==> config.mk <==
export PLATFORM = sky130hd
export DESIGN_NAME = ktc32_ctrl_flat
export DESIGN_NICKNAME = d
export VERILOG_FILES = /design/src/rtl/ktc32_ctrl_if.sv /design/src/rtl/ktc32_ctrl.sv /design/src/flat_wrapper.sv
export SDC_FILE = /design/constraint.sdc
export NUM_CORES = 1
export LEC_CHECK = 0
export CAP_MARGIN = 20
export CORE_MARGIN = 5
export CORE_UTILIZATION = 42
export CTS_CLUSTER_SIZE = 40
export DETAILED_ROUTE_END_ITERATION = 12
export GPL_ROUTABILITY_DRIVEN = 0
export HOLD_SLACK_MARGIN = 0.03
export PLACE_DENSITY = 0.79
export SKIP_CTS_REPAIR_TIMING = 1
export SLEW_MARGIN = 20
export SYNTH_ARGS = -nofsm -noshare
export SYNTH_HDL_FRONTEND = slang
export SYNTH_SLANG_ARGS = --single-unit
==> constraint.sdc <==
create_clock -name clk -period 2.6 [get_ports clk]
set_input_delay 0.39 -clock clk [delete_from_list [all_inputs] [get_ports clk]]
set_output_delay 0.39 -clock clk [all_outputs]
set_load 0.03 [all_outputs]
==> src/rtl/ktc32_ctrl_if.sv <==
// ktc32_ctrl_if: memory request/acknowledge bus between the ktc32 control FSM
// (master) and the memory system (slave).
interface ktc32_ctrl_if;
    logic mem_req;  // access request, held until mem_ack is sampled high
    logic mem_we;   // store qualifier, meaningful only while mem_req is high
    logic mem_ack;  // memory completes the current access this cycle

    modport master (output mem_req, output mem_we, input mem_ack);
    modport slave  (input mem_req, input mem_we, output mem_ack);
endinterface

==> src/rtl/ktc32_ctrl.sv <==
// ktc32_ctrl: multicycle main control FSM of the ktc32 core.
// Drives every datapath select/enable from the registered instruction, owns the
// memory handshake for fetch/load/store, and reports halt/illegal status.
// Optional bus watchdog: define KTC32_BUSWDT_EN to enable it.
module ktc32_ctrl #(
    parameter int unsigned WDT_CYCLES = 255
) (
    input  logic                clk,
    input  logic                reset,
    input  logic [31:0]         instr,
    input  logic                zero,
    ktc32_ctrl_if.master        bus,
    output logic                pcen,
    output logic                iord,
    output logic                irwrite,
    output logic                memtoreg,
    output logic                regwrite,
    output logic                alusrca,
    output logic                pcsrc,
    output logic [1:0]          alusrcb,
    output logic [2:0]          alucontrol,
    output logic                halted,
    output logic                illegal,
    output logic                buserr
);

    localparam logic [2:0] AluAnd = 3'b000;
    localparam logic [2:0] AluOr  = 3'b001;
    localparam logic [2:0] AluAdd = 3'b010;
    localparam logic [2:0] AluSub = 3'b110;
    localparam logic [2:0] AluSlt = 3'b111;

    typedef enum logic [3:0] {
        StRst, StFetch, StDecode, StExec, StExeci, StAluwb, StMemadr,
        StMemrd, StMemwr, StMemwb, StBranch, StJump, StHalt, StIllegal
    } state_e;

    // Registered control word; fetch/branch/jump are the pcen/irwrite qualifiers.
    typedef struct packed {
        logic       fetch;
        logic       branch;
        logic       jump;
        logic       iord;
        logic       memtoreg;
        logic       regwrite;
        logic       alusrca;
        logic       pcsrc;
        logic [1:0] alusrcb;
        logic [2:0] alucontrol;
        logic       mem_req;
        logic       mem_we;
        logic       halted;
        logic       illegal;
    } ctrl_t;

    state_e      state_q, state_d;
    ctrl_t       ctrl_q;
    logic [5:0]  op;
    logic        unused_instr;

    assign op           = instr[5:0];
    assign unused_instr = ^instr[31:6];  // imm/target are consumed by the datapath

    if (WDT_CYCLES == 0) begin : g_wdt_cfg_check
        $error("ktc32_ctrl: WDT_CYCLES must be at least 1");
    end

    function automatic logic [2:0] alu_op(input logic [5:0] opc);
        logic [2:0] f;
        case (opc)
            6'b000010:           f = AluSub;
            6'b000100, 6'b000101: f = AluAnd;
            6'b000110, 6'b000111: f = AluOr;
            6'b001000:           f = AluSlt;
            default:             f = AluAdd;
        endcase
        return f;
    endfunction

    // Moore decode of a state into its control word.
    function automatic ctrl_t decode(input state_e st, input logic [5:0] opc);
        ctrl_t c;
        c = '0;
        case (st)
            StFetch: begin
                c.fetch      = 1'b1;
                c.mem_req    = 1'b1;
                c.alusrcb    = 2'b01;
                c.alucontrol = AluAdd;
            end
            StExec, StExeci: begin
                c.alusrca    = 1'b1;
                c.alusrcb    = (st == StExeci) ? 2'b11 : 2'b00;
                c.alucontrol = alu_op(opc);
            end
            StAluwb: c.regwrite = 1'b1;
            // Memory states keep the address selects so aluout stays stable.
            StMemadr, StMemrd, StMemwr: begin
                c.alusrca    = 1'b1;
                c.alusrcb    = opc[0] ? 2'b11 : 2'b10;
                c.alucontrol = AluAdd;
                c.iord       = (st != StMemadr);
                c.mem_req    = (st != StMemadr);
                c.mem_we     = (st == StMemwr);
            end
            StMemwb: begin
                c.memtoreg = 1'b1;
                c.regwrite = 1'b1;
            end
            StBranch: begin
                c.branch     = 1'b1;
                c.alusrca    = 1'b1;
                c.alusrcb    = 2'b00;
                c.alucontrol = AluSub;
                c.pcsrc      = 1'b1;
            end
            StJump: begin
                c.jump  = 1'b1;
                c.pcsrc = 1'b1;
            end
            StHalt:    c.halted  = 1'b1;
            StIllegal: c.illegal = 1'b1;
            default: ;
        endcase
        return c;
    endfunction

`ifdef KTC32_BUSWDT_EN
    localparam int unsigned WdtW =
        ($clog2(WDT_CYCLES + 1) > 8) ? $clog2(WDT_CYCLES + 1) : 8;

    logic [WdtW-1:0] wdt_q;
    logic            buserr_q;
    logic            wdt_trip;

    // Trips on the stalled cycle that brings the count up to WDT_CYCLES.
    assign wdt_trip = ctrl_q.mem_req && !bus.mem_ack && (wdt_q == WdtW'(WDT_CYCLES - 1));

    // Count consecutive stalled request cycles; latch the sticky bus error.
    always_ff @(posedge clk or negedge reset) begin
        if (!reset) begin
            wdt_q    <= '0;
            buserr_q <= 1'b0;
        end else begin
            if (ctrl_q.mem_req && !bus.mem_ack) wdt_q <= wdt_q + WdtW'(1);
            else                                wdt_q <= '0;
            if (wdt_trip) buserr_q <= 1'b1;
        end
    end

    assign buserr = buserr_q;
`else
    assign buserr = 1'b0;
`endif

    // Next-state selection.
    always_comb begin
        state_d = state_q;
        case (state_q)
            StRst:   state_d = StFetch;
            StFetch: if (bus.mem_ack) state_d = StDecode;
            StDecode: begin
                case (op)
                    6'b000000, 6'b000010, 6'b000100,
                    6'b000110, 6'b001000:            state_d = StExec;
                    6'b000001, 6'b000101, 6'b000111: state_d = StExeci;
                    6'b001010, 6'b001100,
                    6'b001011, 6'b001101:            state_d = StMemadr;
                    6'b010001:                       state_d = StBranch;
                    6'b010011:                       state_d = StJump;
                    6'b111110:                       state_d = StHalt;
                    default:                         state_d = StIllegal;
                endcase
            end
            StExec, StExeci:                      state_d = StAluwb;
            StAluwb, StMemwb, StBranch, StJump:   state_d = StFetch;
            StMemadr: state_d = (op[5:1] == 5'b00101) ? StMemrd : StMemwr;
            StMemrd:  if (bus.mem_ack) state_d = StMemwb;
            StMemwr:  if (bus.mem_ack) state_d = StFetch;
            StHalt, StIllegal:                    state_d = state_q;
            default:                              state_d = StIllegal;
        endcase
`ifdef KTC32_BUSWDT_EN
        if (wdt_trip) state_d = StIllegal;
`endif
    end

    // State register with outputs registered from the next state.
    always_ff @(posedge clk or negedge reset) begin
        if (!reset) begin
            state_q <= StRst;
            ctrl_q  <= '0;
        end else begin
            state_q <= state_d;
            ctrl_q  <= decode(state_d, op);
        end
    end

    assign irwrite     = ctrl_q.fetch & bus.mem_ack;
    assign pcen        = (ctrl_q.fetch & bus.mem_ack) | (ctrl_q.branch & zero) | ctrl_q.jump;
    assign iord        = ctrl_q.iord;
    assign memtoreg    = ctrl_q.memtoreg;
    assign regwrite    = ctrl_q.regwrite;
    assign alusrca     = ctrl_q.alusrca;
    assign pcsrc       = ctrl_q.pcsrc;
    assign alusrcb     = ctrl_q.alusrcb;
    assign alucontrol  = ctrl_q.alucontrol;
    assign halted      = ctrl_q.halted;
    assign illegal     = ctrl_q.illegal;
    assign bus.mem_req = ctrl_q.mem_req;
    assign bus.mem_we  = ctrl_q.mem_we;

endmodule

==> src/flat_wrapper.sv <==
// flat-port wrapper written by rule: the top's interface ports become plain ports
module ktc32_ctrl_flat 
#(
    parameter int unsigned WDT_CYCLES = 255
)
  (clk, reset, instr, zero, pcen, iord, irwrite, memtoreg, regwrite, alusrca, pcsrc, alusrcb, alucontrol, halted, illegal, buserr, bus_mem_req, bus_mem_we, bus_mem_ack);
  ktc32_ctrl_if bus_i ();
  input  logic clk;
  input  logic reset;
  input  logic [31:0] instr;
  input  logic zero;
  output logic pcen;
  output logic iord;
  output logic irwrite;
  output logic memtoreg;
  output logic regwrite;
  output logic alusrca;
  output logic pcsrc;
  output logic [1:0] alusrcb;
  output logic [2:0] alucontrol;
  output logic halted;
  output logic illegal;
  output logic buserr;
  output wire logic [$bits(bus_i.mem_req)-1:0] bus_mem_req;
  output wire logic [$bits(bus_i.mem_we)-1:0] bus_mem_we;
  input wire logic [$bits(bus_i.mem_ack)-1:0] bus_mem_ack;
  assign bus_mem_req = bus_i.mem_req;
  assign bus_mem_we = bus_i.mem_we;
  assign bus_i.mem_ack = bus_mem_ack;
  ktc32_ctrl #(.WDT_CYCLES(WDT_CYCLES)) u_core (.clk(clk), .reset(reset), .instr(instr), .zero(zero), .bus(bus_i), .pcen(pcen), .iord(iord), .irwrite(irwrite), .memtoreg(memtoreg), .regwrite(regwrite), .alusrca(alusrca), .pcsrc(pcsrc), .alusrcb(alusrcb), .alucontrol(alucontrol), .halted(halted), .illegal(illegal), .buserr(buserr));
endmodule
==> out/summary.txt, run 1 <==
Top cell type by total area after synthesis: dfrtp_1
Area contributors post-synth: dfrtp_1 (41%), buf_4 (4.1%), nand2_1 (2.9%)
Residual overflow from global routing: 0
RSZ-0062 raised after global routing: no
Die X: 65.2 µm
Setup crit start kind: flip-flop
Buf/Inv on CP: 1
Worst Max-Slew Pin Slew: 0.870 ns
H-tree depth: 1
Total wire length: 2.89 mm
Worst r2r dst: u_core.alucontrol[2]$_DFF_PN0_
R2R Path Start: u_core.state_q[2]$_DFF_PN0_
Clk_lat worst skew: 0.30 ns
Max-cap viol count: 0
Ys Warns: 0
Root Driver: clkbuf_4
Pre-antenna DRT Iters: 4
CP cell instances: inv_1 -> nand4_1 -> or4_4 -> or4_1 -> or4_4 -> a21boi_2
Die height: 65.2 µm
Core Footprint: 2980 µm²
Final Max Slew Viols: 0
Hold Path Class: in2async
CP max stage delay: 0.52 ns
Nets: 220
Core Rows: 20
Post-Synth XOR/XNOR Area: 0.00684
Overall power: 571 µW
Peak VDD IR: 0.000137 V
Unique masters post-synth: 50
Max Freq: 398 MHz
Buffers on Ports: 25
Yosys reg bits: 21
Share of cells above drive strength 1: 0.258
Number of global-route vias before repair: 1,215
Post-synthesis compound-gate area fraction: 0.177
Status: finished clean
Final Setup Violations: 0
Hold Violations, Final: 0
CP Max Fanout: 7
Mean post-synth cell area: 9.21 µm²
Initial DRC Count: 31
Syn Nets: 176
GRT Overall Usage: 0.148
Tcrit/Tclk final: 0.967
Asr flop ratio synth: 1.00
TritonCTS clock tree: done
Number of synthesized flops with an enable pin: 0
Seq/Total Area, Yosys: 0.411
Antenna diodes: 0
Pleak: 0.847 nW
Setup CP Type: reg2reg
Clock transition at the registers of the reported paths: 0.10 ns
Top post-synthesis cells by count: dfrtp_1 (21), nand2_1 (10), inv_1 (8)
Critical path arrival: 2.75 ns
TNS Setup: 0 ns
Setup crit end kind: flip-flop
Post-route ant nets: 0
Vias: 1,191
WL/cell: 13.4 µm
Clock sink count: 21
Die Area: 4250 µm²
Area share of the largest cell type after synthesis: 0.411
CP top delay family: simple AND/OR/NAND/NOR gates
Initial antenna violation count: 0
Synth-to-Final Area Change: 36.7%
Post-synthesis cell count: 139
CTS Buf Count: 3
Max Clock Skew: 0.00132 ns
Slowest CP cell: or4_4
Post-route insts no fill: 215
Tmin final: 2.52 ns
Count leader, synth: dfrtp_1
Multiplexer area fraction after synthesis: 0.00782
CTS max path bufs: 2
IO Count: 53
Largest family of logic cells by synthesized area: simple AND/OR/NAND/NOR gates
Worst R2R Path Depth: 6
Flop2flop setup slack: 0.08 ns
Mapped Area: 1280 µm²
Vias/cell: 5.54
Crit-path most repeated cell: or4_4
Cells after DPL: 211
Largest net degree at the start of global routing: 22
Critical Path RT: 2.83 ns
Initial Util: 0.430
Slew margin rel.: 0.418
First-pass GRT wire length: 5.02 mm
Ys flop type: dfrtp_1
PD cells: 326 nW/µm²
# DRC: 0
Post-synthesis simple-gate area fraction: 0.272
Detail Placement HPWL: 2.32 mm
Post-synthesis adder-cell area fraction: 0.00978
power by group:
group	internal [mW]	switching, mW
registers	0.329	0.00297
logic	0.0432	0.0461
clock network	0.0598	0.0892
metrics by stage:
| step | hold slack [ns] | worst slack, ns | util | instance area (µm²) |
|---|---|---|---|---|
| final | 0.578 | 0.0848 | 0.587 | 1750 |
| after global routing | 0.625 | 0.00892 | 0.587 | 1750 |
| after CTS | 0.586 | -0.108 | 0.572 | 1700 |
| after detailed placement | 0.559 | -0.420 | 0.563 | 1680 |
| after global placement | 0.567 | -0.387 | 0.563 | 1680 |
| after floorplan | 0.0944 | 0.0425 | - | 1280 |
cell type report:
| type | count | area (µm²) |
|---|---|---|
| Multi-Input combinational cell | 94 | 637 |
| Fill cell | 248 | 1230 |
| Clock buffer | 4 | 26.3 |
| Tap cell | 33 | 41.3 |
| Timing Repair Buffer | 54 | 483 |
| Sequential cell | 21 | 528 |
| Inverter | 9 | 33.8 |
layer usage:
| metal | vias to the layer above | GRT usage | share of wire |
|---|---|---|---|
| met5 | - | 0 | 0 |
| met2 | 46 | 0.283 | 0.53 |
| met4 | 0 | 0.0544 | 0.014 |
| met3 | 5 | 0.0205 | 0.052 |
| li1 | 581 | - | - |
| met1 | 559 | 0.162 | 0.40 |
flip-flops by register name, summed over array words and instances, names as in the netlist:
name,count
u_core.pcsrc,1
u_core.bus.mem_we,1
u_core.alusrca,1
u_core.halted,1
u_core.regwrite,1
u_core.bus.mem_req,1
u_core.alusrcb,2
u_core.illegal,1
u_core.state_q,4
u_core.ctrl_q,3
u_core.alucontrol,3
u_core.iord,1
u_core.memtoreg,1
cells by family (layout without fill, tap and decap cells):
kind of cell               count (synthesis)  count (layout)
AOI/OAI and AO/OA                         31              31
adders and majority gates                  1               1
other                                      1               1
DFF                                       21              21
muxes                                      1               1
xor gates and xnor gates                   1               1
buffers and inverters                     24              67
and+or+nand+nor                           59              59
layout by cell type, fill, tap and decap left out, types with 2 or more instances in the layout:
| master | n |
|---|---|
| a211o_1 | 2 |
| a211oi_1 | 2 |
| a21boi_2 | 2 |
| a21oi_1 | 4 |
| and2_1 | 5 |
| and3_1 | 4 |
| buf_4 | 29 |
| clkbuf_4 | 3 |
| clkdlybuf4s50_1 | 19 |
| dfrtp_1 | 19 |
| dfrtp_2 | 2 |
| dlymetal6s2s_1 | 6 |
| inv_1 | 8 |
| nand2_1 | 10 |
| nand2b_1 | 2 |
| nor2_1 | 7 |
| nor3_1 | 7 |
| nor4_1 | 4 |
| o21ai_0 | 6 |
| o22ai_1 | 2 |
| or3_1 | 4 |
| or4_1 | 2 |
| or4_4 | 2 |
worst max path at each step:
stage / start / endpoint / cells past startpoint
floorplan: instr[2] / u_core.alucontrol[2]$_DFF_PN0_ / 9
global placement: instr[2] / u_core.alucontrol[2]$_DFF_PN0_ / 9
detailed placement: instr[2] / u_core.alucontrol[2]$_DFF_PN0_ / 9
CTS: instr[2] / u_core.alucontrol[2]$_DFF_PN0_ / 9
global route: u_core.state_q[2]$_DFF_PN0_ / u_core.alucontrol[2]$_DFF_PN0_ / 6
finish: u_core.state_q[2]$_DFF_PN0_ / u_core.alucontrol[2]$_DFF_PN0_ / 6
Note: power is estimated with default switching activity, not from simulation.
==> run 2: changes to the inputs <==
ABC_CLOCK_PERIOD_IN_PS = 2600   (was default)
CTS_CLUSTER_SIZE = 24   (was 40)
==> results of run 2 <==
Same layout as run 1: the final DEF is identical, and so are final timing and power.
